## src/rtl/or1200_vlx_lu_pkg.sv

```systemverilog
// Shared types and constants for the VLX load unit.
// The FSM encoding gains CHK_FF/MARKER when OR1200_VLX_LU_UNSTUFF_EN is defined.
package or1200_vlx_pkg;

    localparam int VLX_BUF_W        = 32;
    localparam int VLX_FETCH_THRESH = 24;
    localparam logic [7:0] VLX_STUFF_BYTE = 8'hFF;
    localparam int VLX_MAX_POP      = 16;

`ifdef OR1200_VLX_LU_UNSTUFF_EN
    typedef enum logic [1:0] {
        ST_IDLE   = 2'd0,
        ST_REQ    = 2'd1,
        ST_CHK_FF = 2'd2,
        ST_MARKER = 2'd3
    } vlx_lu_state_t;
`else
    typedef enum logic [1:0] {
        ST_IDLE   = 2'd0,
        ST_REQ    = 2'd1
    } vlx_lu_state_t;
`endif

    // A pop is honoured only for 1..VLX_MAX_POP bits that are actually present.
    function automatic logic vlx_pop_legal(input logic [4:0] n, input logic [5:0] avail);
        return (n != 5'd0) && (n <= 5'(VLX_MAX_POP)) && ({1'b0, n} <= avail);
    endfunction

endpackage

```

## src/rtl/or1200_vlx_lu_if.sv

```systemverilog
// Bus bundle of the VLX load unit: control, byte-fetch port and bit-consumer port.
interface or1200_vlx_lu_if;

    logic        set_init_addr_i;
    logic [31:0] dat_i;
    logic [31:0] vlx_addr_o;
    logic        load_req_o;
    logic        ack_i;
    logic [7:0]  mem_dat_i;
    logic        get_bits_i;
    logic [4:0]  nbits_i;
    logic [15:0] bits_o;
    logic [5:0]  avail_o;
    logic        marker_o;

    modport slave (
        input  set_init_addr_i, dat_i, ack_i, mem_dat_i, get_bits_i, nbits_i,
        output vlx_addr_o, load_req_o, bits_o, avail_o, marker_o
    );

    modport master (
        output set_init_addr_i, dat_i, ack_i, mem_dat_i, get_bits_i, nbits_i,
        input  vlx_addr_o, load_req_o, bits_o, avail_o, marker_o
    );

endinterface

```

## src/rtl/or1200_vlx_lu_bitbuf.sv

```systemverilog
// 32-bit MSB-first bit buffer with valid count; pop applies before push/drop in a cycle.
module or1200_vlx_bitbuf
    import or1200_vlx_pkg::*;
(
    input  logic        clk_i,
    input  logic        rst_i,
    input  logic        clr_i,
    input  logic        push_i,
    input  logic [7:0]  byte_i,
    input  logic        pop_i,
    input  logic [4:0]  n_i,
    input  logic        drop_i,
    output logic [15:0] bits_o,
    output logic [5:0]  avail_o
);

    logic [VLX_BUF_W-1:0] buf_r;
    logic [VLX_BUF_W-1:0] buf_nx_s;
    logic [5:0]           avail_r;
    logic [5:0]           avail_nx_s;

    // Next buffer contents: clear, else shift-out, append at the tail, then optional tail drop.
    always_comb begin
        buf_nx_s   = buf_r;
        avail_nx_s = avail_r;
        if (clr_i) begin
            buf_nx_s   = '0;
            avail_nx_s = 6'd0;
        end else begin
            if (pop_i && vlx_pop_legal(n_i, avail_r)) begin
                buf_nx_s   = buf_r << n_i;
                avail_nx_s = avail_r - {1'b0, n_i};
            end else begin
                buf_nx_s   = buf_r;
                avail_nx_s = avail_r;
            end
            if (push_i && (avail_nx_s <= 6'(VLX_FETCH_THRESH))) begin
                buf_nx_s   = buf_nx_s | ({byte_i, 24'h000000} >> avail_nx_s);
                avail_nx_s = avail_nx_s + 6'd8;
            end else begin
                avail_nx_s = avail_nx_s;
            end
            // Bits below the valid count are kept zero so appends can simply OR in.
            if (drop_i) begin
                avail_nx_s = (avail_nx_s >= 6'd8) ? (avail_nx_s - 6'd8) : 6'd0;
                buf_nx_s   = buf_nx_s & ~(32'hFFFF_FFFF >> avail_nx_s);
            end else begin
                buf_nx_s   = buf_nx_s;
            end
        end
    end

    // Buffer and count registers.
    always_ff @(posedge clk_i or negedge rst_i) begin
        if (!rst_i) begin
            buf_r   <= '0;
            avail_r <= 6'd0;
        end else begin
            buf_r   <= buf_nx_s;
            avail_r <= avail_nx_s;
        end
    end

    assign bits_o  = buf_r[VLX_BUF_W-1 -: 16];
    assign avail_o = avail_r;

endmodule

```

## src/rtl/or1200_vlx_lu.sv

```systemverilog
// VLX load unit: fetches bytes into the bit buffer for the Huffman decoder.
// Define OR1200_VLX_LU_UNSTUFF_EN to remove 0xFF00 stuffing and stop on markers.
module or1200_vlx_lu
    import or1200_vlx_pkg::*;
(
    input  logic              clk_i,
    input  logic              rst_i,
    or1200_vlx_lu_if.slave    bus
);

    vlx_lu_state_t state_r;
    vlx_lu_state_t state_nx_s;
    logic [31:0]   addr_r;
    logic [31:0]   addr_nx_s;
    logic          load_req_r;
    logic          load_req_nx_s;
    logic          marker_r;
    logic          marker_nx_s;
    logic          ack_v_s;
    logic          push_s;
    logic          drop_s;
    logic [5:0]    avail_s;

    // An ack only counts while our request is actually on the bus.
    assign ack_v_s = bus.ack_i && load_req_r;

    // State register.
    always_ff @(posedge clk_i or negedge rst_i) begin
        if (!rst_i) begin
            state_r <= ST_IDLE;
        end else begin
            state_r <= state_nx_s;
        end
    end

    // Next-state, next-address and buffer control.
    always_comb begin
        state_nx_s = state_r;
        addr_nx_s  = addr_r;
        push_s     = 1'b0;
        drop_s     = 1'b0;
        if (bus.set_init_addr_i) begin
            state_nx_s = ST_REQ;
            addr_nx_s  = bus.dat_i;
        end else begin
            case (state_r)
                ST_IDLE: begin
                    if (avail_s <= 6'(VLX_FETCH_THRESH)) begin
                        state_nx_s = ST_REQ;
                    end else begin
                        state_nx_s = ST_IDLE;
                    end
                end
                ST_REQ: begin
                    if (ack_v_s) begin
                        push_s    = 1'b1;
                        addr_nx_s = addr_r + 32'd1;
`ifdef OR1200_VLX_LU_UNSTUFF_EN
                        if (bus.mem_dat_i == VLX_STUFF_BYTE) begin
                            state_nx_s = ST_CHK_FF;
                        end else begin
                            state_nx_s = ST_IDLE;
                        end
`else
                        state_nx_s = ST_IDLE;
`endif
                    end else begin
                        state_nx_s = ST_REQ;
                    end
                end
`ifdef OR1200_VLX_LU_UNSTUFF_EN
                // A stuffed zero is skipped; anything else is a marker, and the
                // preceding 0xFF was not data after all.
                ST_CHK_FF: begin
                    if (ack_v_s) begin
                        if (bus.mem_dat_i == 8'h00) begin
                            addr_nx_s  = addr_r + 32'd1;
                            state_nx_s = ST_IDLE;
                        end else begin
                            drop_s     = 1'b1;
                            state_nx_s = ST_MARKER;
                        end
                    end else begin
                        state_nx_s = ST_CHK_FF;
                    end
                end
                ST_MARKER: begin
                    state_nx_s = ST_MARKER;
                end
`endif
                default: begin
                    state_nx_s = ST_IDLE;
                end
            endcase
        end
    end

    // Output decode; a restart forces one idle request cycle before the new fetch.
    always_comb begin
        load_req_nx_s = 1'b0;
        marker_nx_s   = 1'b0;
        if (bus.set_init_addr_i) begin
            load_req_nx_s = 1'b0;
        end else begin
`ifdef OR1200_VLX_LU_UNSTUFF_EN
            load_req_nx_s = (state_nx_s == ST_REQ) || (state_nx_s == ST_CHK_FF);
            marker_nx_s   = (state_nx_s == ST_MARKER);
`else
            load_req_nx_s = (state_nx_s == ST_REQ);
`endif
        end
    end

    // Registered outputs and address.
    always_ff @(posedge clk_i or negedge rst_i) begin
        if (!rst_i) begin
            addr_r     <= 32'd0;
            load_req_r <= 1'b0;
            marker_r   <= 1'b0;
        end else begin
            addr_r     <= addr_nx_s;
            load_req_r <= load_req_nx_s;
            marker_r   <= marker_nx_s;
        end
    end

    or1200_vlx_bitbuf u_bitbuf (
        .clk_i   (clk_i),
        .rst_i   (rst_i),
        .clr_i   (bus.set_init_addr_i),
        .push_i  (push_s),
        .byte_i  (bus.mem_dat_i),
        .pop_i   (bus.get_bits_i),
        .n_i     (bus.nbits_i),
        .drop_i  (drop_s),
        .bits_o  (bus.bits_o),
        .avail_o (avail_s)
    );

    assign bus.avail_o    = avail_s;
    assign bus.vlx_addr_o = addr_r;
    assign bus.load_req_o = load_req_r;
    assign bus.marker_o   = marker_r;

endmodule

```

## src/flat_wrapper.sv

```systemverilog
// flat-port wrapper written by rule: the top's interface ports become plain ports
module or1200_vlx_lu_flat import or1200_vlx_pkg::*;
  (clk_i, rst_i, bus_set_init_addr_i, bus_dat_i, bus_ack_i, bus_mem_dat_i, bus_get_bits_i, bus_nbits_i, bus_vlx_addr_o, bus_load_req_o, bus_bits_o, bus_avail_o, bus_marker_o);
  or1200_vlx_lu_if bus_i ();
  input  logic clk_i;
  input  logic rst_i;
  input wire logic [$bits(bus_i.set_init_addr_i)-1:0] bus_set_init_addr_i;
  input wire logic [$bits(bus_i.dat_i)-1:0] bus_dat_i;
  input wire logic [$bits(bus_i.ack_i)-1:0] bus_ack_i;
  input wire logic [$bits(bus_i.mem_dat_i)-1:0] bus_mem_dat_i;
  input wire logic [$bits(bus_i.get_bits_i)-1:0] bus_get_bits_i;
  input wire logic [$bits(bus_i.nbits_i)-1:0] bus_nbits_i;
  output wire logic [$bits(bus_i.vlx_addr_o)-1:0] bus_vlx_addr_o;
  output wire logic [$bits(bus_i.load_req_o)-1:0] bus_load_req_o;
  output wire logic [$bits(bus_i.bits_o)-1:0] bus_bits_o;
  output wire logic [$bits(bus_i.avail_o)-1:0] bus_avail_o;
  output wire logic [$bits(bus_i.marker_o)-1:0] bus_marker_o;
  assign bus_i.set_init_addr_i = bus_set_init_addr_i;
  assign bus_i.dat_i = bus_dat_i;
  assign bus_i.ack_i = bus_ack_i;
  assign bus_i.mem_dat_i = bus_mem_dat_i;
  assign bus_i.get_bits_i = bus_get_bits_i;
  assign bus_i.nbits_i = bus_nbits_i;
  assign bus_vlx_addr_o = bus_i.vlx_addr_o;
  assign bus_load_req_o = bus_i.load_req_o;
  assign bus_bits_o = bus_i.bits_o;
  assign bus_avail_o = bus_i.avail_o;
  assign bus_marker_o = bus_i.marker_o;
  or1200_vlx_lu u_core (.clk_i(clk_i), .rst_i(rst_i), .bus(bus_i));
endmodule
```

## config.mk

```make
export PLATFORM = sky130hd
export DESIGN_NAME = or1200_vlx_lu_flat
export DESIGN_NICKNAME = d
export VERILOG_FILES = /design/src/rtl/or1200_vlx_lu_pkg.sv /design/src/rtl/or1200_vlx_lu_if.sv /design/src/rtl/or1200_vlx_lu_bitbuf.sv /design/src/rtl/or1200_vlx_lu.sv /design/src/flat_wrapper.sv
export SDC_FILE = /design/constraint.sdc
export NUM_CORES = 1
export LEC_CHECK = 0
export BUFFER_PORTS_ARGS = -buffer_cell sky130_fd_sc_hd__buf_2
export CORE_ASPECT_RATIO = 1.75
export CORE_UTILIZATION = 62
export DETAILED_ROUTE_END_ITERATION = 10
export PLACE_DENSITY_LB_ADDON = 0.2
export SLEW_MARGIN = 25
export SYNTH_ARGS = -nofsm -noshare
export SYNTH_HDL_FRONTEND = slang
export SYNTH_SLANG_ARGS = --single-unit
```

## constraint.sdc

```tcl
create_clock -name clk_i -period 5.7 [get_ports clk_i]
set_clock_uncertainty 0.05 [all_clocks]
set_input_delay 0.285 -clock clk_i [delete_from_list [all_inputs] [get_ports clk_i]]
set_output_delay 0.285 -clock clk_i [all_outputs]
set_load 0.02 [all_outputs]
```

==> metrics.txt <==
largest net degree at the start of global routing 75; Setup Viol. Count Final 0; Synth-to-Final Area Change 11.98%; Detail Placement HPWL 14.54 mm; Critical Path Start bus_nbits_i[1]; RR Startpoint u_core.u_bitbuf.avail_o[0]; switching share of power 32.96%; Final nets ~830; postcts setup bufs 0; Syn Nets around 770; # DRC 0; CP most frequent cell mux2i_1; post-synthesis simple-gate area fraction between 10% and 20%; Final period util 72.78%; Clk pwr share between 30% and 40%; Setup TNS Final 0 ns; reg2reg setup slack 1.86 ns; critical path class in2reg; Crit path arrival time 4.28 ns; initial detailed-routing violation count between 300 and 400; maximum clock path buffer count 2; Cell Area, Synth ~6000 um2; Seq pwr share about two fifths; GRT Util Overall between 30% and 40%; outcome finished clean; Die W approximately 76 um; total gr overflow 0; Top Metal Used met4; Initial Util between 60% and 70%; WL final just under 20 mm; Fin. Hold Viols 0; slowest stage delay, CP between 0.5 and 0.6 ns; core region area about 9400 um2; Final Max Slew Viols 0; clk_lat worst skew 0.34 ns; die height 132.2 um; most frequent cells in the layout buf_2 (104), nand2_1 (102), dfrtp_1 (72); Psw about 0.50 mW; relative max-transition margin about two fifths; Inserted Clock Buffers 9; DR WL met3 between 1 and 1.5 mm; CP Cell Sequence buf_2 -> inv_1 -> fa_1 -> a21oi_1 -> o21a_1 -> a21oi_2 -> buf_4 -> mux2_4 -> mux2i_1 -> mux2i_1 -> a22oi_1 -> o22ai_1; largest family of logic cells by synthesized area compound AO/OA/AOI/OAI gates; Max Clk Rate 241.1 MHz; worst slew pin tran just over 0.9 ns; async set or reset register ratio after synthesis 100.0%; CP Launch Type primary input; Core Rows 47; Fill cells between 700 and 800; Top Ports approximately 110; multi-input logic area around 3800 um2; CTS Sinks 72; Metal-1 WL around 6.7 mm; Ys Warns 0; Pleak around 2.9 nW; share of post-route cells with drive strength above 1 23.10%; Yosys top cell area share 30.01%; post-synthesis sequential area ratio between 30% and 40%; required time of the critical path a little under 6 ns; gpl congestion a little over 1; Routed Antenna Nets 0; first-pass GRT wire length ~31 mm; leading area contributor after synthesis dfrtp_1; Post-synth EDFFs 0; metal2 WL between 9 and 10 mm; I/O Buffers between 100 and 150; Mapped Cells slightly above 700; vias in the first global route about 6000; max_cap viols 0; Final min period about 4.1 ns; die area ~10000 um2; top cells by area, synth dfrtp_1 (30%), mux4_2 (7.1%), nand2_1 (6.4%); post-synthesis mux area share 17.02%; maximum vdd drop about 260 uV; Vias/cell around 6.6; RSZ-0062 raised after global routing false; Routed WL per cell between 20 and 25 um; Synth Flop Type dfrtp_1; most common cell after layout, fill and taps aside buf_2; clock root buffer clkbuf_16; Compound-Gate Fraction of Synth Area a little over a fifth; syn avg cell area 8.481 um2; combinational fraction of design power 24.1%; hold buffers post-CTS 0; DR vias between 5000 and 6000; Netlist cell types 69; Setup WS pre-CTS ~1.3 ns; # resized after CTS 0; critical path fanouts, max 30; CTS H-tree depth 3; initial antenna violation count 0; Pint 1.025 mW; CTS tree yes; Post-Synth Adder-Cell Area under 10%; HP Class in2async; slowest CP cell fa_1; Reg area 1802 um2; clock transition at the registers of the reported paths about 0.060 ns; final worst setup slack about 1.6 ns; drt first pass iters 7; xor and xnor area share after synthesis 4.959%; # diodes 0; Worst setup EP type flip-flop; PD cells between 200 and 250 nW/um2; FF+latch count, synth 72
synthesized netlist by cell type, drive strengths merged, types with 5 or more instances:
master and instances:
dfrtp 72, and3 5, nor3 13, o22ai 13
mux2i 38, o21ai 71, a22oi 10, inv 13
nand3b 6, a21oi 38, nand4 10, nor4 7
nor2 60, a31oi 8, mux2 18, nand3 26
buf 37, o211ai 12, xnor2 11, clkbuf 24
mux4 19, nand2b 5, a211oi 8, ha 7
xor2 23, nand2 102
power groups by stage:
stage	sequential, mW	clock, mW	combinational [mW]
after global routing	0.597	0.595	0.398
after global placement	0.598	0	0.353
after floorplan	0.614	0	0.230
final	0.593	0.568	0.369
after CTS	0.590	0.570	0.364
after detailed placement	0.598	0	0.362
critical path, delay by kind of cell:
| kind | cells | cell delay [ns] |
|---|---|---|
| buf+inv | 3 | 1.23 |
| mux | 3 | 1.09 |
| compound gates | 5 | 1.06 |
| fa+ha+maj | 1 | 0.59 |
flip-flops by register name (all words and copies together) (netlist names):
name and flops:
u_core.bus.vlx_addr_o 32, u_core.u_bitbuf.buf_r 32, u_core.state_r 1, u_core.bus.load_req_o 1
u_core.u_bitbuf.avail_o 6
cell families (layout without fill, tap and decap cells):
group	count (synthesis)	count (layout)
simple gates	245	245
compound gates	198	198
mux	75	75
buf+inv	75	142
flops	72	72
xor+xnor	34	34
fa+ha+maj	8	8
other cells	1	1
cell type report:
cell class | instances | area share, %
Clock inverter | 4 | 0.8001
Inverter | 14 | 0.7815
Tap cell | 122 | 2.270
Timing Repair Buffer | 113 | 8.746
Clock buffer | 11 | 3.610
Multi-Input combinational cell | 561 | 57.00
Sequential cell | 72 | 26.80
per-layer routing:
| metal | GRT usage [%] | vias up |
|---|---|---|
| met4 | 31.52 | 0 |
| li1 | - | 2707 |
| met2 | 68.97 | 324 |
| met5 | 0 | - |
| met3 | 7.543 | 108 |
| met1 | 41.34 | 2804 |
path summary, 6_finish.rpt:
path                                              to  cells past startpoint
min                        u_core.bus.vlx_addr_o[16]                      2
min reg2reg                 u_core.u_bitbuf.buf_r[2]                      2
max                         u_core.u_bitbuf.buf_r[4]                     12
max reg2reg                 u_core.u_bitbuf.buf_r[4]                     13
max in group asynchronous   u_core.bus.vlx_addr_o[5]                      2
min in group clk_i         u_core.bus.vlx_addr_o[18]                      3
metrics by stage:
stage                     instances  util, %  hold slack [ns]  instance area [um2]  power [mW]
after floorplan                 708        -         -0.06059                 6005      0.8447
after global placement          882    68.27           0.4419                 6424      0.9502
after detailed placement        882    68.27           0.4475                 6424      0.9605
after CTS                       897    71.42          0.09885                 6720       1.525
after global routing            897    71.46           0.1038                 6724       1.590
final                           897    71.46          0.08974                 6724       1.529
Power figures use the tool's default switching activity.
